File: src/rtl/regfile_pkg.sv
// Shared constants, types and helpers for the register-file access controller.
//   NUM_REGS  : number of architectural registers
//   ZERO_REG  : hard-zero register, never pending
//   WR_LAT    : edges from write accept until a read may observe the data
//   RD_LAT    : read latency of the register file (depth of valid pipeline)
//   PEND_W    : width of each per-register pending countdown
package regfile_pkg;

  localparam int REG_ADDR_W = 5;
  localparam int NUM_REGS   = 32;
  localparam logic [REG_ADDR_W-1:0] ZERO_REG = 5'd31;
  localparam int WR_LAT     = 3;
  localparam int RD_LAT     = 2;
  localparam int PEND_W     = 2;

  // The countdown starts at WR_LAT-1 so the read three edges later sees zero.
  localparam logic [PEND_W-1:0] PEND_LOAD = PEND_W'(WR_LAT - 1);

  typedef enum logic {
    PRI_A = 1'b0,
    PRI_B = 1'b1
  } pri_e;

  function automatic logic is_zero_reg(input logic [REG_ADDR_W-1:0] addr);
    return (addr == ZERO_REG);
  endfunction

endpackage

File: src/rtl/regfile_access_ctrl_arbiter.sv
// Two-way round-robin arbiter for the shared register-file write port.
//   clk, rst_n     : clock, asynchronous active-low reset
//   req_a, req_b   : write requests (ALU, load unit)
//   accept         : a write was accepted this cycle (moves the pointer)
//   gnt_a, gnt_b   : combinational grants, forced low during reset
module rr_arbiter2
  import regfile_pkg::*;
(
  input  logic clk,
  input  logic rst_n,
  input  logic req_a,
  input  logic req_b,
  input  logic accept,
  output logic gnt_a,
  output logic gnt_b
);

  pri_e pri_q;
  pri_e pri_d;

  // Grant selection and pointer update.
  always_comb begin
    gnt_a = 1'b0;
    gnt_b = 1'b0;
    pri_d = pri_q;
    if (rst_n) begin
      gnt_a = req_a & (~req_b | (pri_q == PRI_A));
      gnt_b = req_b & (~req_a | (pri_q == PRI_B));
    end else begin
      gnt_a = 1'b0;
      gnt_b = 1'b0;
    end
    // Priority goes to the side that did not win.
    if (accept) begin
      pri_d = gnt_a ? PRI_B : PRI_A;
    end else begin
      pri_d = pri_q;
    end
  end

  // Priority pointer register.
  always_ff @(posedge clk or negedge rst_n) begin
    if (!rst_n) begin
      pri_q <= PRI_A;
    end else begin
      pri_q <= pri_d;
    end
  end

endmodule

File: src/rtl/regfile_access_ctrl.sv
// Access controller for the 32x64 register file: round-robin write-port
// sharing, per-register write-in-flight scoreboard gating reads, and a
// read-data-valid strobe aligned with the file's read latency.
//   Clk, Rst_n                   : clock, asynchronous active-low reset
//   WrReq*/WrAddr*/WrData*       : writeback requests (A = ALU, B = load)
//   WrGntA/WrGntB                : combinational write grants
//   RdReq, RdAddrA/RdAddrB       : read request and source registers
//   RdRdy                        : combinational read acceptance
//   RdValid                      : file buses hold the accepted read's data
//   RA/RB/RW/BusW/RegWr          : register file control and write data
module regfile_access_ctrl
  import regfile_pkg::*;
#(
  parameter int DATA_W = 64,
  parameter int ADDR_W = 5
) (
  input  logic              Clk,
  input  logic              Rst_n,
  input  logic              WrReqA,
  input  logic [ADDR_W-1:0] WrAddrA,
  input  logic [DATA_W-1:0] WrDataA,
  input  logic              WrReqB,
  input  logic [ADDR_W-1:0] WrAddrB,
  input  logic [DATA_W-1:0] WrDataB,
  output logic              WrGntA,
  output logic              WrGntB,
  input  logic              RdReq,
  input  logic [ADDR_W-1:0] RdAddrA,
  input  logic [ADDR_W-1:0] RdAddrB,
  output logic              RdRdy,
  output logic              RdValid,
  output logic [ADDR_W-1:0] RA,
  output logic [ADDR_W-1:0] RB,
  output logic [ADDR_W-1:0] RW,
  output logic [DATA_W-1:0] BusW,
  output logic              RegWr
);

  logic [PEND_W-1:0] pend_q [NUM_REGS];
  logic [PEND_W-1:0] pend_d [NUM_REGS];
  logic [RD_LAT-1:0] vld_q;
  logic [RD_LAT-1:0] vld_d;
  logic              blk_a;
  logic              blk_b;
  logic              rd_acc;

  rr_arbiter2 u_arb (
    .clk    (Clk),
    .rst_n  (Rst_n),
    .req_a  (WrReqA),
    .req_b  (WrReqB),
    .accept (RegWr),
    .gnt_a  (WrGntA),
    .gnt_b  (WrGntB)
  );

  assign RA = RdAddrA;
  assign RB = RdAddrB;

  // Write-port mux: the granted side drives the file, otherwise all zero.
  always_comb begin
    RW    = '0;
    BusW  = '0;
    RegWr = 1'b0;
    if (WrGntA) begin
      RW    = WrAddrA;
      BusW  = WrDataA;
      RegWr = 1'b1;
    end else if (WrGntB) begin
      RW    = WrAddrB;
      BusW  = WrDataB;
      RegWr = 1'b1;
    end else begin
      RW    = '0;
      BusW  = '0;
      RegWr = 1'b0;
    end
  end

  // Scoreboard next state: reload on write, else count down to zero.
  always_comb begin
    for (int r = 0; r < NUM_REGS; r++) begin
      pend_d[r] = '0;
      if (is_zero_reg(ADDR_W'(r))) begin
        pend_d[r] = '0;
      end else if (RegWr && (RW == ADDR_W'(r))) begin
        pend_d[r] = PEND_LOAD;
      end else if (pend_q[r] != '0) begin
        pend_d[r] = pend_q[r] - 1'b1;
      end else begin
        pend_d[r] = '0;
      end
    end
  end

  // Read gating: the write granted this cycle counts as in flight already.
  always_comb begin
    blk_a = ~is_zero_reg(RdAddrA) &
            ((pend_q[RdAddrA] != '0) | (RegWr & (RW == RdAddrA)));
    blk_b = ~is_zero_reg(RdAddrB) &
            ((pend_q[RdAddrB] != '0) | (RegWr & (RW == RdAddrB)));
    RdRdy  = Rst_n & ~blk_a & ~blk_b;
    rd_acc = RdReq & RdRdy;
    vld_d  = {vld_q[RD_LAT-2:0], rd_acc};
  end

  assign RdValid = vld_q[RD_LAT-1];

  // Scoreboard and read-valid pipeline registers.
  always_ff @(posedge Clk or negedge Rst_n) begin
    if (!Rst_n) begin
      pend_q <= '{default: '0};
      vld_q  <= '0;
    end else begin
      pend_q <= pend_d;
      vld_q  <= vld_d;
    end
  end

endmodule

File: config.mk
export PLATFORM = sky130hd
export DESIGN_NAME = regfile_access_ctrl
export DESIGN_NICKNAME = d
export VERILOG_FILES = /design/src/rtl/regfile_pkg.sv /design/src/rtl/regfile_access_ctrl_arbiter.sv /design/src/rtl/regfile_access_ctrl.sv
export SDC_FILE = /design/constraint.sdc
export NUM_CORES = 1
export LEC_CHECK = 0
export CAP_MARGIN = 20
export CORE_ASPECT_RATIO = 1.4
export CORE_UTILIZATION = 40
export CTS_BUF_LIST = sky130_fd_sc_hd__clkbuf_8
export DETAILED_ROUTE_END_ITERATION = 6
export PLACE_DENSITY = 0.85
export RECOVER_POWER = 25
export SETUP_SLACK_MARGIN = 0.15
export SKIP_CTS_REPAIR_TIMING = 1
export SYNTH_ARGS = -nofsm -noshare
export SYNTH_HDL_FRONTEND = slang
export SYNTH_SLANG_ARGS = --single-unit
File: constraint.sdc
create_clock -name Clk -period 4 [get_ports Clk]
set_input_delay 1 -clock Clk [delete_from_list [all_inputs] [get_ports Clk]]
set_output_delay 1 -clock Clk [all_outputs]
set_load 0.05 [all_outputs]
Word-level counts from Yosys, hierarchy flattened
Index checks and enable logic that the tools add are counted.

operators by class
  magnitude comparators = 2
  multiplexer cells = 77
  multiply operators = 0
  divide/modulo/power cells = 0
  eq/ne operators = 34
  shift operators = 0
  bitwise gates (word level) = 22
  add/subtract/negate cells = 31
  reduce and logical (&&, ||, !) cells = 65

operators by type and width
  operator               count
  $mux W2                66
  $mux W64               2
  $eq A5 B5 Y1 const B   17
  $reduce_bool A2 Y1     33
  $sub A2 B1 Y2 const B  31
  $eq A5 B4 Y1 const B   8
  $logic_and A1 B1 Y1    31
  $bmux W2 S5            2
  $eq A5 B3 Y1 const B   4
  $ge A6 B6 Y1 const B   2
  $not A5 Y6             2
  $eq A5 B2 Y1 const B   2
  $eq A5 B5 Y1           2
  $mux W5                2
  $and A1 B1 Y1          9
  $not A1 Y1             7
  $eq A5 B1 Y1 const B   1
  $logic_not A5 Y1       1
  $mux W1                5
  $or A1 B1 Y1           4

word-level totals
  logic and storage cells = 264
  bits in latches = 0
  bits in read-only memories = 0
  output and inout bits = 84
  RAM bits = 0
  input port bits = 153
  memories kept = 0
  register bits after elaboration = 65

Longest topological paths before layout
Gate-level depths: netlist of the first run.

  depth after elaboration = 14
  gate-level depth with buffers = 8
  gate-level depth less buffers = 7

Modules after synthesis
Synthesis of the first run repeated with hierarchy kept, for this count alone.

second synthesis, totals
  cells, all modules = 446
  area total of the unflattened synthesis = 4145.2 sq um

modules (own cells, without submodules)
  module               seq. area each (sq um)  instances  area an instance (sq um)  cells each
  regfile_access_ctrl  1601.5                  1          4080.2                    438
  rr_arbiter2          25.0                    1          65.1                      8

Least setup slack after synthesis of the first run
OpenSTA, ideal clock, no wires.

  kind = in2out
  from = input WrReqA
  to = output RdRdy
  data required time = 3.000 ns
  arrival time = 3.345 ns
  slack = -0.345 ns
  buffers on the path = 0
  cell stages on the path = 7
  cells stage by stage = nand2b_1 a32o_1 nand2_1 inv_1 xnor2_1 a2111oi_4 nor3_1

on the way
  word-level cells in the longest chain between the ends = 13
  elaborated cells between the ends (all ways) = 22
  those cells by class = eq/ne (2); mux (6); bitwise (14)

RTL lines
  what                line                               source
  start: declaration  regfile_access_ctrl.sv:19          input logic WrReqA,
  $not A1 Y1          regfile_access_ctrl_arbiter.sv:28  gnt_b = req_b & (~req_a | (pri_q == PRI_B));
  $or A1 B1 Y1        regfile_access_ctrl_arbiter.sv:28
  $and A1 B1 Y1       regfile_access_ctrl_arbiter.sv:28
  $mux W1             regfile_access_ctrl_arbiter.sv:26  if (rst_n) begin
  $mux W5             regfile_access_ctrl.sv:69          end else if (WrGntB) begin
  $mux W5 *           regfile_access_ctrl.sv:65          if (WrGntA) begin
  via RW[4]           regfile_access_ctrl.sv:34          output logic [ADDR_W-1:0] RW,
  $eq A5 B5 Y1        regfile_access_ctrl.sv:99          ((pend_q[RdAddrA] != '0) | (RegWr & (RW == RdAddrA)));
  $and A1 B1 Y1       regfile_access_ctrl.sv:99
  $or A1 B1 Y1        regfile_access_ctrl.sv:99
  $and A1 B1 Y1       regfile_access_ctrl.sv:98          blk_a = ~is_zero_reg(RdAddrA) &
  $not A1 Y1          regfile_access_ctrl.sv:102         RdRdy = Rst_n & ~blk_a & ~blk_b;
  $and A1 B1 Y1       regfile_access_ctrl.sv:102
  $and A1 B1 Y1 *     regfile_access_ctrl.sv:102
  end: declaration    regfile_access_ctrl.sv:30          output logic RdRdy,

The timed path passes the listed nets; every way through them passes the cells marked *.

Worst setup path after layout of the first run
  from = input Rst_n
  to = output RdRdy

on the way
  word-level cells in the longest chain between the ends = 10
  elaborated cells between the ends (all ways) = 18
  those cells by class = eq/ne (2); mux (6); bitwise (10)

RTL lines
  what                line                               source
  start: declaration  regfile_access_ctrl.sv:18          input logic Rst_n,
  $mux W1             regfile_access_ctrl_arbiter.sv:26
  $mux W5             regfile_access_ctrl.sv:69
  $mux W5             regfile_access_ctrl.sv:65
  $eq A5 B5 Y1        regfile_access_ctrl.sv:99
  $and A1 B1 Y1       regfile_access_ctrl.sv:99
  $or A1 B1 Y1        regfile_access_ctrl.sv:99
  $and A1 B1 Y1       regfile_access_ctrl.sv:98
  $not A1 Y1          regfile_access_ctrl.sv:102
  $and A1 B1 Y1       regfile_access_ctrl.sv:102
  $and A1 B1 Y1 *     regfile_access_ctrl.sv:102

Every way passes the cells marked *; elsewhere a longest branch is shown, timed or not.

==> reports/summary.txt, run 1 <==
Hold Slack -> 0.3457 ns
Max Cap Viol -> 1
Worst slew pin tran -> 1.788 ns
Arr. time, crit path -> 2.83 ns
#FFs+latches synth -> 65
YS warnings -> 0
HP Class -> reg -> reg
Cell Rows -> 43
CP Launch Type -> primary input
R2r worst-path depth -> 8
Total power -> 2.408 mW
Final Net Count -> 863
Clock buffer depth -> 2
Clk root buf -> clkbuf_8
DP Wirelength -> 17.62 mm
Crit path required time -> 3.00 ns
EDFF count, synth -> 0
Max VDD drop -> 180.1 uV
Failing checks -> max-capacitance violations, max-slew violations
Distinct cells, synth -> 57
Final core occ -> 0.8143
Core area -> 0.009953 mm^2
Setup TNS -> 0 ns
Clock skew -> 0.01085 ns
GP Congestion -> 1.027
Initial DRC count -> 625
DR vias -> 5220
Gr usage total -> 0.4085
Io pins -> 237
Synth Area in Adders -> 0
Most frequent cells in the layout -> clkdlybuf4s50_1 (146), a22o_1 (84), buf_12 (72), buf_4 (67), dfrtp_1 (65)
CP Capture Type -> primary output
Sequential share of the synthesized area -> 0.3944
Post-Syn Area -> 0.004124 mm^2
Fill cells -> 617
Die Span Y -> 122.1 um
Unrepaired setup endpoints after global routing -> true
Worst setup margin -> 0.1658 ns
Final hold violation count -> 0
Die Area -> 0.01073 mm^2
Area share of and/or/nand/nor cells after synthesis -> 0.1999
Worst setup path category -> in -> out
Setup crit start -> Rst_n
Post-route cell area -> 0.008105 mm^2
GRT overflow -> 0
Post-route DRC -> 0
Non-filler instance count after layout -> 852
Static Leak -> 3.698 nW
Largest family of logic cells by synthesized area -> compound AO/OA/AOI/OAI gates
Commonest non-fill, non-tap cell in the layout -> clkdlybuf4s50_1
Die Wd -> 87.82 um
Final min period -> 3.834 ns
Pwr Density -> 297.1 mW/mm^2
Final WL -> 22.03 mm
Post-DRT Antenna Nets -> 0
Synth Area in XOR/XNOR -> 0.008495
RR Startpoint -> pend_q[57]$_DFF_PN0_
Power share of the combinational group -> 0.437
Mux contribution to synthesized area -> 0.04581
F_max -> 0.2608 GHz
CTS tree -> done
Syn_nets -> 581
Dpl cell area -> 0.007686 mm^2
Register area -> 0.001627 mm^2
Clk_lat worst skew -> 0.36 ns
Period utilization -> 0.9585
Worst hold stages -> 0
Net load switching power -> 0.8596 mW
First drt pass iteration count -> 5
Area delta synth->final -> 96.54%
Number of global-route vias before repair -> 5086
Crit Path Max Fanout -> 7
Drt wl/cell -> 25.86 um
Post-synth ARST share -> 1.000
Top FF cell, synth -> dfrtp_1
Status -> finished with violations
Initial antenna violation count -> 3
Clk slew on worst S/H paths -> 0.09 ns
Final slew viol count -> 35
Vias per cell -> 6.127
CTS Buf Count -> 9
Pre-CTS WS -> -0.2622 ns
First-pass GRT wire length -> 30.48 mm
Compound-Gate Fraction of Synth Area -> 0.3028
Cell Int Power -> 1.548 mW
Rel. slew slack -> -0.1919
Dpl cells -> 829
Port buffer count -> 236
Starting density of the core -> 0.4143
Fraction of layout cells with a size suffix above 1 -> 0.2909
Mean post-synth cell area -> 9.635 um^2
Sequential Power Share -> 0.284
Hold Path Origin -> vld_q[0]$_DFF_PN0_
Total number of H-tree levels -> 3
Multi-input logic area -> 0.002419 mm^2
Clk network pwr share -> 0.279
Mapped Cells -> 428
CTS sink count -> 65
Sw Ratio -> 0.3570
Pin count of the biggest net entering global routing -> 66
Setup-failing EPs final -> 0
[Yosys cell counts (all sizes together) (5+ instances only)]
cell	n	area (um^2)
dfrtp	65	1627
nand2b	20	125.1
a21oi	31	155.2
nand2	12	45.04
nand3	9	45.04
nor3	22	115.1
buf	13	87.58
nor2	41	156.4
mux4	7	157.7
a22o	84	735.7
a211oi	5	37.54
and3	6	37.54
inv	10	37.53
nor3b	12	90.09
clkbuf	18	67.56
nor4	5	52.55
o21ai	6	30.03
or2	5	31.28
a21o	11	82.58
[worst paths after layout]
| check | to | slack (ns) |
|---|---|---|
| worst max-delay path | RdRdy | 0.17 |
| min in group asynchronous | u_arb.pri_q$_DFFE_PN0P_ | 0.45 |
| worst min-delay path | vld_q[1]$_DFF_PN0_ | 0.35 |
| worst min register to register | vld_q[1]$_DFF_PN0_ | 0.35 |
| max in group asynchronous | pend_q[14]$_DFF_PN0_ | 1.24 |
| worst max register to register | vld_q[0]$_DFF_PN0_ | 1.32 |
[power groups by stage]
stage	clock [mW]	sequential [mW]	combinational, mW
detailed placement	0	0.695	1.02
global route	0.704	0.685	1.08
floorplan	0	0.694	0.435
CTS	0.670	0.682	1.03
finish	0.671	0.683	1.05
global placement	0	0.693	1.01
[flip-flops by register name, summed over array words and instances, names as in the netlist]
signal       count
u_arb.pri_q      1
pend_q          62
vld_q            2
[cell type report]
| class | instances | area share |
|---|---|---|
| repair buffers | 302 | 0.4446 |
| multi-input cells | 320 | 0.2984 |
| flip-flops and latches | 65 | 0.2007 |
| well taps | 135 | 0.02084 |
| clock buffers | 10 | 0.01698 |
| clock inverters | 6 | 0.01173 |
| inverters | 12 | 0.006175 |
| diodes | 2 | 0.0006175 |
[layer usage]
metal  global-route usage  wire, um
met5                    0        13
met4               0.1895      1059
met3               0.1443      2594
met2               0.6565     10440
met1               0.4835      7923
[cells by family after synthesis]
kind of cell	Yosys count
xor+xnor	4
buf+inv	43
mux	10
simple gates	149
flops	65
compound gates	157
[critical path: stages]
cell,delay (ns)
buf_4,0.15
and2_4,0.18
and2_4,0.17
a22oi_4,0.23
inv_6,0.03
or4_4,0.43
a2111oi_4,0.41
nor3_4,0.06
buf_6,0.16
Power figures use the tool's default switching activity.
==> inputs of run 2 (changes only) <==
- CORE_UTILIZATION: 40 -> 50
- DONT_BUFFER_PORTS: default -> 1
- PLACE_DENSITY: 0.85 -> 0.66
==> run 2 against run 1 <==
Against the previous run: the flow now finishes without violations; clock power fell by 7.2%; cell area fell by 43%; register-to-register slack got worse by 0.02 ns; core utilization fell by 23 points; final cell count fell by 36%; global-route usage fell by 1.7 points; critical path depth fell by 1; clock skew barely moved; flip-flop and latch count did not move; largest power group is now registers.
==> reports/summary.txt, run 2 (same netlist as run 1, synthesis figures left out) <==
Max FFs per register -> 62 (unchanged)
Pre-CTS WS -> 0.2836 ns (was -0.2622 ns)
Total power -> 1.818 mW (was 2.408 mW)
Pwr Density -> 395.9 mW/mm^2 (was 297.1 mW/mm^2)
Initial antenna violation count -> 2 (was 3)
Setup TNS -> 0 ns (unchanged)
Starting density of the core -> 0.5225 (was 0.4143)
Area delta synth->final -> 11.38% (was 96.54%)
First-pass GRT wire length -> 23.52 mm (was 30.48 mm)
Core area -> 0.007893 mm^2 (was 0.009953 mm^2)
Biggest register -> pend_q (unchanged)
GRT overflow -> 0 (unchanged)
Cell Rows -> 38 (was 43)
First drt pass iteration count -> 5 (unchanged)
Final Net Count -> 595 (was 863)
Fraction of layout cells with a size suffix above 1 -> 0.1700 (was 0.2909)
Crit Path Max Fanout -> 72 (was 7)
Post-DRT Antenna Nets -> 0 (unchanged)
Status -> completed (was finished with violations)
GP Congestion -> 0.9891 (was 1.027)
Number of global-route vias before repair -> 3807 (was 5086)
Worst setup margin -> 0.2432 ns (was 0.1658 ns)
CTS sink count -> 65 (unchanged)
Dpl cells -> 531 (was 829)
DR vias -> 3970 (was 5220)
Pin count of the biggest net entering global routing -> 73 (was 66)
F_max -> 0.2662 GHz (was 0.2608 GHz)
Vias per cell -> 7.258 (was 6.127)
Clk slew on worst S/H paths -> 0.08 ns (was 0.09 ns)
Clk root buf -> clkbuf_8 (unchanged)
Final min period -> 3.757 ns (was 3.834 ns)
DP Wirelength -> 12.91 mm (was 17.62 mm)
N_diodes -> 0 (was 2)
Arr. time, crit path -> 2.76 ns (was 2.83 ns)
Crit path required time -> 3.00 ns (about the same)
Total number of H-tree levels -> 3 (unchanged)
Port buffer count -> 0 (was 236)
Die Wd -> 78.76 um (was 87.82 um)
Worst slew pin tran -> 0.9863 ns (was 1.788 ns)
Gr usage total -> 0.3914 (was 0.4085)
Rel. slew slack -> 0.3400 (was -0.1919)
CTS tree -> done (unchanged)
HP Class -> in -> async (was reg -> reg)
Max VDD drop -> 233.7 uV (was 180.1 uV)
Period utilization -> 0.9392 (was 0.9585)
Final hold violation count -> 0 (unchanged)
CP Capture Type -> primary output (unchanged)
Most frequent cells in the layout -> a22o_1 (84), dfrtp_1 (65), nor2_1 (39), buf_4 (34), a21oi_1 (31) (was clkdlybuf4s50_1 (146), a22o_1 (84), buf_12 (72), buf_4 (67), dfrtp_1 (65))
Post-route DRC -> 0 (unchanged)
Fill cells -> 752 (was 617)
Die Span Y -> 109.5 um (was 122.1 um)
Clk_lat worst skew -> 0.37 ns (was 0.36 ns)
Initial DRC count -> 396 (was 625)
Final slew viol count -> 0 (was 35)
Static Leak -> 2.138 nW (was 3.698 nW)
Clock skew -> 0.01116 ns (was 0.01085 ns)
Unrepaired setup endpoints after global routing -> false (was true)
Max Cap Viol -> 0 (was 1)
CTS Buf Count -> 9 (unchanged)
Non-filler instance count after layout -> 547 (was 852)
Top flop regs -> pend_q x62, vld_q x2, u_arb.pri_q x1 (unchanged)
Worst setup path category -> in -> out (unchanged)
Drt wl/cell -> 30.27 um (was 25.86 um)
Setup-failing EPs final -> 0 (unchanged)
Die Area -> 0.008620 mm^2 (was 0.01073 mm^2)
Commonest non-fill, non-tap cell in the layout -> a22o_1 (was clkdlybuf4s50_1)
Io pins -> 237 (unchanged)
CP Launch Type -> primary input (unchanged)
Clock buffer depth -> 2 (unchanged)
Final WL -> 16.56 mm (was 22.03 mm)
==> run 2: changes by cell type in the layout (fill, tap and decap cells not counted), moves of 3 or more <==
cell             previous run  this run
clkdlybuf4s50_1           146         0
buf_12                     72         0
buf_4                      67        34
dlymetal6s2s_1             10         0
inv_2                       4         0
nor3_1                     16        20
nor3_2                      5         1
buf_6                       3         0
inv_6                       4         1
nor4_1                      0         3
nor4_2                      4         1
==> run 2: final cells by class <==
class / count / area (um^2) / area share
Clock inverter: 7 / 95.09 / 0.02070
Multi-Input combinational cell: 320 / 2317 / 0.5045
Sequential cell: 65 / 1627 / 0.3541
Timing Repair Buffer: 34 / 255.2 / 0.05557
Tap cell: 100 / 125.1 / 0.02724
Clock buffer: 9 / 123.9 / 0.02697
Inverter: 12 / 50.05 / 0.01090
==> run 2: final timing paths <==
path	endpoint	cells after the start	slack, ns	from
worst min register to register	vld_q[1]$_DFF_PN0_	0	0.36	vld_q[0]$_DFF_PN0_
worst max-delay path	RdRdy	8	0.24	Rst_n
worst min-delay path	pend_q[17]$_DFF_PN0_	0	0.31	Rst_n
max in group asynchronous	pend_q[6]$_DFF_PN0_	0	3.57	Rst_n
min in group Clk	vld_q[1]$_DFF_PN0_	0	0.36	vld_q[0]$_DFF_PN0_
worst max register to register	pend_q[54]$_DFF_PN0_	6	1.30	u_arb.pri_q$_DFFE_PN0P_
==> run 2: metrics by stage <==
stage          utilization  instance area [um^2]  hold WS, ns
6_report            0.5820                  4593       0.3127
2_1_floorplan            -                  4140       0.3312
4_1_cts             0.5820                  4593       0.3033
5_1_grt             0.5820                  4593       0.2938
3_3_place_gp        0.5542                  4374       0.3336
3_5_place_dp        0.5542                  4374       0.3465
==> run 2: routing by layer <==
metal	vias to the layer above	track usage	wire length, um
met5	-	0	13
met4	2	0.1138	345
met3	37	0.1718	2026
met2	256	0.6118	7764
met1	2012	0.4888	6409
li1	1663	-	-
==> run 2: report_power, final <==
part / switching (mW) / internal, mW
Clock: 0.273 / 0.350
Combinational: 0.381 / 0.128
Sequential: 0.0152 / 0.670
==> run 2: critical path, cell delays in order <==
cell       delay, ns
and2_4          0.15
and2_2          0.21
a22oi_4         0.22
inv_6           0.03
or4_4           0.42
a2111oi_4       0.44
nor3_4          0.05
buf_4           0.19
==> inputs of run 3 (changes only) <==
- CORE_AREA: default -> 2 2 93 95
- CORE_ASPECT_RATIO: 1.4 -> default
- CORE_UTILIZATION: 50 -> default
- DIE_AREA: default -> 0 0 95 97
==> run 3 against run 2 <==
Against the previous run: die area grew 6.9%; worst hold slack better by 0.019 ns; core utilization decreased by 1.6 points; total power shrank 0.15%; non-clock buffer count shrank 4; register-to-register slack better by 0.22 ns; flip-flop and latch count did not move; first-iteration DRC count increased by 4.5%; sequential power hardly changed; combinational power down 5.3%; final cell count rose by 2.4%; critical endpoint unchanged.
==> reports/summary.txt, run 3 (same netlist as run 1, synthesis figures left out) <==
Status -> completed (unchanged)
First drt pass iteration count -> 5 (unchanged)
F_max -> 0.2662 GHz (about the same)
Vias per cell -> 6.821 (was 7.258)
Hold Slack -> 0.3314 ns (was 0.3127 ns)
Setup-failing EPs final -> 0 (unchanged)
Final slew viol count -> 0 (unchanged)
Die Span Y -> 97 um (was 109.5 um)
Final hold violation count -> 0 (unchanged)
Io pins -> 237 (unchanged)
HP Class -> in -> async (unchanged)
CTS tree -> done (unchanged)
Clk_lat worst skew -> 0.35 ns (was 0.37 ns)
Number of global-route vias before repair -> 3638 (was 3807)
Die Wd -> 95 um (was 78.76 um)
Slowest cell on crit path -> a2111oi_0 (was a2111oi_4)
Clk root buf -> clkbuf_8 (unchanged)
Area delta synth->final -> 11.65% (was 11.38%)
Die Area -> 0.009215 mm^2 (was 0.008620 mm^2)
Cell Rows -> 33 (was 38)
Post-route cell area -> 0.004604 mm^2 (was 0.004593 mm^2)
Post-route DRC -> 0 (unchanged)
CTS Buf Count -> 9 (unchanged)
GP Congestion -> 0.9576 (was 0.9891)
Total number of H-tree levels -> 3 (unchanged)
Final WL -> 16.57 mm (was 16.56 mm)
Setup TNS -> 0 ns (unchanged)
Post-DRT Antenna Nets -> 0 (unchanged)
CTS sink count -> 65 (unchanged)
Pin count of the biggest net entering global routing -> 73 (unchanged)
Most frequent cells in the layout -> a22o_1 (84), dfrtp_1 (65), nor2_1 (39), a21oi_1 (31), buf_4 (30) (was a22o_1 (84), dfrtp_1 (65), nor2_1 (39), buf_4 (34), a21oi_1 (31))
Rel. slew slack -> 0.4477 (was 0.3400)
Clk slew on worst S/H paths -> 0.08 ns (about the same)
Max VDD drop -> 188.8 uV (was 233.7 uV)
Drt wl/cell -> 29.58 um (was 30.27 um)
Pwr Density -> 394.3 mW/mm^2 (was 395.9 mW/mm^2)
Static Leak -> 2.123 nW (was 2.138 nW)
Period utilization -> 0.9390 (was 0.9392)
CP Capture Type -> primary output (unchanged)
Port buffer count -> 0 (unchanged)
Core area -> 0.008134 mm^2 (was 0.007893 mm^2)
GRT overflow -> 0 (unchanged)
Crit Path Max Fanout -> 9 (was 72)
CP cell instances -> clkinv_1 > a2111oi_0 > a211oi_1 > a311oi_1 > a41o_1 > nor3_4 > buf_4 (was and2_4 > and2_2 > a22oi_4 > inv_6 > or4_4 > a2111oi_4 > nor3_4 > buf_4)
Gr usage total -> 0.3569 (was 0.3914)
Final min period -> 3.756 ns (was 3.757 ns)
Max Cap Viol -> 0 (unchanged)
Max FFs per register -> 62 (unchanged)
Top flop regs -> pend_q x62, vld_q x2, u_arb.pri_q x1 (unchanged)
Arr. time, crit path -> 2.76 ns (about the same)
Fill cells -> 710 (was 752)
Worst setup path category -> in -> out (unchanged)
Initial antenna violation count -> 11 (was 2)
Clock skew -> 0.009241 ns (was 0.01116 ns)
Fraction of layout cells with a size suffix above 1 -> 0.1625 (was 0.1700)
Unrepaired setup endpoints after global routing -> false (unchanged)
Initial DRC count -> 414 (was 396)
Worst slew pin tran -> 0.8253 ns (was 0.9863 ns)
Biggest register -> pend_q (unchanged)
DR vias -> 3820 (was 3970)
Slowest stage delay, CP -> 0.48 ns (was 0.44 ns)
CP Launch Type -> primary input (unchanged)
Crit path required time -> 3.00 ns (about the same)
Commonest non-fill, non-tap cell in the layout -> a22o_1 (unchanged)
DP Wirelength -> 13.39 mm (was 12.91 mm)
Final Net Count -> 591 (was 595)
Dpl cell area -> 0.004350 mm^2 (was 0.004374 mm^2)
First-pass GRT wire length -> 23.48 mm (was 23.52 mm)
Total power -> 1.815 mW (was 1.818 mW)
Clock buffer depth -> 2 (unchanged)
Starting density of the core -> 0.5070 (was 0.5225)
[run 3: cell types whose count changed in the layout (fill, tap and decap cells not counted), sizes merged]
| cell | previous run | this run |
|---|---|---|
| buf | 34 | 30 |
| clkinv | 6 | 4 |
| clkinvlp | 1 | 0 |
| diode | 0 | 12 |
| inv | 10 | 13 |
[run 3: final cells by class]
class | count | area [um^2] | area share
multi-input combinational | 320 | 2317 | 0.5033
sequential | 65 | 1627 | 0.3533
timing repair buffer | 30 | 225.2 | 0.04891
tap | 105 | 131.4 | 0.02853
clock buffer | 9 | 123.9 | 0.02690
clock inverter | 7 | 100.1 | 0.02174
inverter | 12 | 50.05 | 0.01087
antenna | 12 | 30.03 | 0.006522
[run 3: final timing paths]
kind,from,to,slack [ns],depth (start not counted)
min in group Clk,vld_q[0]$_DFF_PN0_,vld_q[1]$_DFF_PN0_,0.35,0
min,Rst_n,pend_q[8]$_DFF_PN0_,0.33,0
min reg2reg,vld_q[0]$_DFF_PN0_,vld_q[1]$_DFF_PN0_,0.35,0
max reg2reg,u_arb.pri_q$_DFFE_PN0P_,pend_q[46]$_DFF_PN0_,1.52,7
max,RdAddrB[0],RdRdy,0.24,7
max in group asynchronous,Rst_n,pend_q[36]$_DFF_PN0_,3.56,0
[run 3: power by group]
group	internal (mW)	leakage, nW	switching, mW
clock	0.358	0.115	0.291
sequential	0.670	0.902	0.0144
combinational	0.125	1.11	0.357
total	1.15	2.12	0.663
[run 3: layer usage]
| metal | wire (um) | track usage | share of wire | up-vias |
|---|---|---|---|---|
| met3 | 2554 | 0.1947 | 0.15 | 36 |
| met4 | 566 | 0.1761 | 0.034 | 2 |
| met5 | 13 | 0 | 0.00078 | - |
| li1 | - | - | - | 1684 |
| met2 | 7568 | 0.5215 | 0.46 | 244 |
| met1 | 5862 | 0.4220 | 0.35 | 1854 |
[run 3: stage by stage]
stage / utilization / cells / setup slack (ns)
final: 0.5661 / 560 / 0.2440
after global routing: 0.5648 / 556 / 0.1690
after CTS: 0.5624 / 548 / 0.2418
after detailed placement: 0.5348 / 532 / 0.2485
after global placement: 0.5348 / 532 / 0.2585
after floorplan: - / 428 / 0.1844
[run 3: worst max-delay path, delay by kind of cell]
family,cells,cell delay [ns]
AOI/OAI and AO/OA,4,1.23
and+or+nand+nor,1,0.06
buffers and inverters,2,0.45
==> RTL edit 1: new RTL, config.mk and constraints of run 1 <==
Make the reset (`Rst_n` and `rst_n`) synchronous in 2 clocked blocks. Comments in the files are not updated.
--- a/src/rtl/regfile_access_ctrl_arbiter.sv
+++ b/src/rtl/regfile_access_ctrl_arbiter.sv
@@ -40,5 +40,5 @@
 
   // Priority pointer register.
-  always_ff @(posedge clk or negedge rst_n) begin
+  always_ff @(posedge clk) begin
     if (!rst_n) begin
       pri_q <= PRI_A;
--- a/src/rtl/regfile_access_ctrl.sv
+++ b/src/rtl/regfile_access_ctrl.sv
@@ -108,5 +108,5 @@
 
   // Scoreboard and read-valid pipeline registers.
-  always_ff @(posedge Clk or negedge Rst_n) begin
+  always_ff @(posedge Clk) begin
     if (!Rst_n) begin
       pend_q <= '{default: '0};
Function: differs if Rst_n is asserted again (counterexample within 4 cycles, from zero or initial values and one cycle with Rst_n low); with Rst_n held inactive, the same outputs for 4 cycles.
==> RTL edit 1 against run 1 <==
  * The flow still finishes with violations (max-capacitance violations, max-slew violations)
  * Sequential cell count stayed put
  * Sequential share of layout area shrank 3.4 points
  * Maximum frequency shrank 1.8%
  * Via count down 2.5%
  * Setup slack worse by 69 ps
  * Area after synthesis decreased by 0.64%
  * Clock power fell by 26%
  * Wire length is 11% lower
  * Hold slack gained 97 ps
  * Critical path depth decreased by 2
  * Final cell count rose by 1.5%
  * Total power shrank 15%
  * Final area fell by 3.8%
  * Largest cell class unchanged
  * Largest power group unchanged
==> RTL edit 1: results (changes against run 1) <==
Status
  • Run status: finished, violations left (unchanged)
  • Failing checks: max-capacitance violations, max-slew violations (unchanged)

Critical path
  • Arrival time of the worst setup path: 2900 ps (was 2830 ps)
  • CP top delay family: buffers and inverters (was simple AND/OR/NAND/NOR gates)
  • Crit Path Max Fanout: 6 (was 7)
  • Critical path's slowest cell: nor2_1 (was or4_4)
  • CP peak stage delay: 540 ps (was 430 ps)

Yosys
  • XOR/XNOR Fraction of Synth Area: 0.855% (was 0.850%)
  • Async S/R FF share, synth: 0% (was 100%)
  • Most frequent cells after synthesis: a22o_1, dfxtp_1, nand2_1, nor2_1, a211oi_1 (was a22o_1, dfrtp_1, nor2_1, a21oi_1, nor3_1)
  • Compound-gate portion of the synthesized area: 32.4% (was 30.3%)
  • Synth Net Count: 626 (was 581)
  • Mux cell area share after synthesis: 3.85% (was 4.58%)
  • Dominant synthesized flop cell: dfxtp_1 (was dfrtp_1)
  • Register area share after synthesis: 31.8% (was 39.4%)
  • Syn Area/Cell: 8.66 sq um (was 9.64 sq um)
  • Yosys cell types: 57 (unchanged)
  • Synth top area cells: dfxtp_1, a22o_1, a211oi_1 (was dfrtp_1, a22o_1, mux4_2)

Layout
  • Ratio of cells with drive above 1 in the final layout: 25.2% (was 29.1%)
  • Diodes inserted: 0 (was 2)
  • Layout Nets: 878 (was 863)

STA
  • Max-slew violation count: 62 (was 35)
  • Worst-margin pin slew: 2140 ps (was 1790 ps)
  • Setup Skew: 15.8 ps (was 10.9 ps)

Routing
  • Met1 Wirelength: 6620 microns (was 7920 microns)
  • Via count: 5,091 (was 5,220)
  • Drt first pass iters: 7 (was 5)
  • Initial DRC count: 355 (was 625)
  • Max layer used: met4 (was met5)
  • Wire per inst: 22.7 microns (was 25.9 microns)
  • Routed length on met3: 1470 microns (was 2590 microns)
  • Total Wirelength: 19,700 microns (was 22,000 microns)
  • WL met2: 10,200 microns (was 10,400 microns)

Place
  • Gpl congestion: 0.953 (was 1.03)
  • Placed instance count: 845 (was 829)
  • HPWL after DPL: 16,300 microns (was 17,600 microns)
  • Placed cell area: 7500 sq um (was 7690 sq um)
  • DP Worst Slack: -396 ps (was -262 ps)

Global routing
  • Met2 Use GR: 65.6% (about the same)
  • Met1 usage: 36.1% (was 48.3%)
  • M3 GR Usage: 9.01% (was 14.4%)
  • Largest net degree at the start of global routing: 62 (was 66)
  • Vias in the first global route: 4,956 (was 5,086)
  • Initial antenna violation count: 0 (was 3)
  • Aggregate global-route resource usage: 36.4% (was 40.8%)
  • First-pass GRT wire length: 27,800 microns (was 30,500 microns)

Run
  • Max-cap violations: 1 (unchanged)

Pwr
  • Leak pwr: 2.99 nW (was 3.70 nW)
  • Peak VDD IR: 0.181 mV (was 0.180 mV)

Clock network
  • Clock transition at the registers of the reported paths: 70 ps (was 90 ps)
==> RTL edit 1: cell types whose count changed after synthesis, moves of 10 or more <==
cell and change:
nor2b_1 +22, dfrtp_1 -65, dfxtp_1 +65, a21oi_1 -20, nand2_1 +28, a22o_1 -19, nor2_1 -10, nand2b_1 -17
a211oi_1 +21, a22oi_1 +22
==> RTL edit 1: final timing paths <==
path	end	depth (start not counted)	start	slack [ps]
worst max-delay path	RW[0]	7	WrAddrA[0]	100
worst min-delay path	pend_q[8]	1	pend_q[8]	440
worst max register to register	pend_q[43]	8	u_arb.pri_q	1360
worst min register to register	pend_q[8]	1	pend_q[8]	440
==> RTL edit 1: cell type report <==
class                   instances  area (sq um)
multi-input cells             349          2630
fillers                       629          2150
clock inverters                 7          46.3
well taps                     135           169
flip-flops and latches         65          1300
repair buffers                287          3470
inverters                      13          51.3
clock buffers                   9           124
==> RTL edit 1: report_power, final <==
part,switching [W],internal [W]
sequential,0.00000603,0.000652
combinational,0.000460,0.000442
clock,0.000270,0.000225
total,0.000737,0.00132
==> RTL edit 2: new RTL, flow settings as in run 1 <==
Made on the original files. The parameter `DATA_W` goes from 64 to 68.
--- a/src/rtl/regfile_access_ctrl.sv
+++ b/src/rtl/regfile_access_ctrl.sv
@@ -12,5 +12,5 @@
   import regfile_pkg::*;
 #(
-  parameter int DATA_W = 64,
+  parameter int DATA_W = 68,
   parameter int ADDR_W = 5
 ) (
Interface: changed (resized BusW, WrDataA and WrDataB); port bits go from 237 to 249. No check against the original RTL was run, so the function may have changed too.
==> RTL edit 2 against run 1 <==
  * Largest cell class unchanged
  * Setup slack improved by 6.2 ps
  * Final area is 0.79% lower
  * Clock power fell by 4.9%
  * Total power decreased by 2.2%
  * Area after synthesis grew 0.15%
  * Register-to-register slack improved by 210 ps
  * Sequential cell count unchanged
  * Final cell count is 2.1% lower
  * Wire length decreased by 13%
==> RTL edit 2: results (changes against run 1) <==
Layout
  • Layout Nets: 854 (was 863)
  • Ratio of cells with drive above 1 in the final layout: 26.5% (was 29.1%)
  • Fillers: 580 (was 617)

Yosys
  • Dominant synthesized flop cell: dfrtp_1 (unchanged)
  • Synth Net Count: 582 (was 581)
  • Most frequent cells after synthesis: a22o_1, dfrtp_1, nor2_1, a21oi_1, nand2b_1 (was a22o_1, dfrtp_1, nor2_1, a21oi_1, nor3_1)
  • Yosys cell types: 48 (was 57)
  • Register area share after synthesis: 39.4% (about the same)
  • Synth top area cells: dfrtp_1, a22o_1, nor2_1 (was dfrtp_1, a22o_1, mux4_2)

STA
  • Final hold slack: 355 ps (was 346 ps)
  • Final hold vios: 0 (unchanged)
  • Worst rel slew slack: 50.4% (was -19.2%)
  • Setup Skew: 7.42 ps (was 10.9 ps)

Global routing
  • Vias in the first global route: 4,834 (was 5,086)
  • M3 GR Usage: 10.4% (was 14.4%)
  • Met1 usage: 38.9% (was 48.3%)
  • Initial antenna violation count: 1 (was 3)
  • Largest net degree at the start of global routing: 60 (was 66)
  • Met2 Use GR: 58.8% (was 65.6%)
  • Aggregate global-route resource usage: 35.2% (was 40.8%)

Pwr
  • Leak pwr: 3.60 nW (was 3.70 nW)
  • Internal Power: 0.00154 W (was 0.00155 W)
  • Peak VDD IR: 0.281 mV (was 0.180 mV)

Place
  • DP Worst Slack: -160 ps (was -262 ps)
  • Gpl congestion: 0.969 (was 1.03)
  • HPWL after DPL: 15,600 microns (was 17,600 microns)
  • I/O Buffers: 248 (was 236)

Critical path
  • FF-to-FF End: pend_q[55] (was vld_q[0])
  • Crit Path Max Fanout: 4 (was 7)
  • R2R Setup Slk: 1530 ps (was 1320 ps)
  • Cells on worst reg2reg path: 8 (unchanged)
  • RR Startpoint: u_arb.pri_q (was pend_q[57])

Routing
  • Vias per cell: 5.86 (was 6.13)
  • Wire per inst: 22.9 microns (was 25.9 microns)
  • Initial DRC count: 325 (was 625)

Min path
  • Worst min-delay path class: reg2reg (unchanged)
  • Hold path cells: 0 (unchanged)

Clock network
  • Clock transition at the registers of the reported paths: 70 ps (was 90 ps)

Run
  • Max-cap violations: 0 (was 1)

Status
  • Run status: finished, final reports clean (was finished, violations left)
RTL edit 2: metrics by stage:
| stage | instance area (sq um) | std cells |
|---|---|---|
| after floorplan | 4130 | 421 |
| after global placement | 7660 | 811 |
| after detailed placement | 7660 | 811 |
| after CTS | 7890 | 827 |
| after global routing | 8040 | 833 |
| final | 8040 | 834 |
RTL edit 2: metal layers:
metal | wire [microns] | share of wire, %
met1 | 6400 | 33
met2 | 9420 | 49
met3 | 2190 | 11
met4 | 1130 | 5.9
met5 | 0 | 0
RTL edit 2: power groups by stage:
stage	Combinational (W)	Sequential (W)	Clock, W
floorplan	0.000446	0.000692	0
global placement	0.00100	0.000692	0
detailed placement	0.00101	0.000693	0
CTS	0.00101	0.000680	0.000640
global route	0.00107	0.000683	0.000668
finish	0.00103	0.000682	0.000638
RTL edit 2: worst max-delay path by stage:
stage | from | to | slack, ps | depth (start not counted)
5_1_grt | WrReqA | RdRdy | 130 | 10
6_report | WrReqB | RdRdy | 170 | 10
4_1_cts | WrReqA | RdRdy | -180 | 10
3_3_place_gp | WrReqA | RdRdy | -120 | 10
2_1_floorplan | WrReqA | RdRdy | 180 | 9
3_5_place_dp | WrReqA | RdRdy | -160 | 10
RTL edit 2: logic make-up after synthesis:
group	Yosys count	share of synthesized area (%)
mux	8	4.36
compound gates	159	30.7
buf+inv	44	5.45
simple gates	139	18.6
flops	65	39.4
xor+xnor	6	1.45
RTL edit 2: layout make-up:
cell class	count	area [sq um]	area share [%]
multi-input combinational	312	2360	29.3
clock inverter	6	91.3	1.14
clock buffer	10	138	1.71
sequential	65	1630	20.2
inverter	11	47.5	0.591
timing repair buffer	294	3610	44.9
antenna	1	2.50	0.0311
tap	135	169	2.10
RTL edit 2: critical path, stage by stage:
cell	delay [ps]
dlymetal6s2s_1	210
and2_4	200
and2_2	230
a22oi_4	190
inv_4	60
xnor2_2	150
o2111ai_2	170
o311ai_2	350
nor2_2	100
buf_12	160
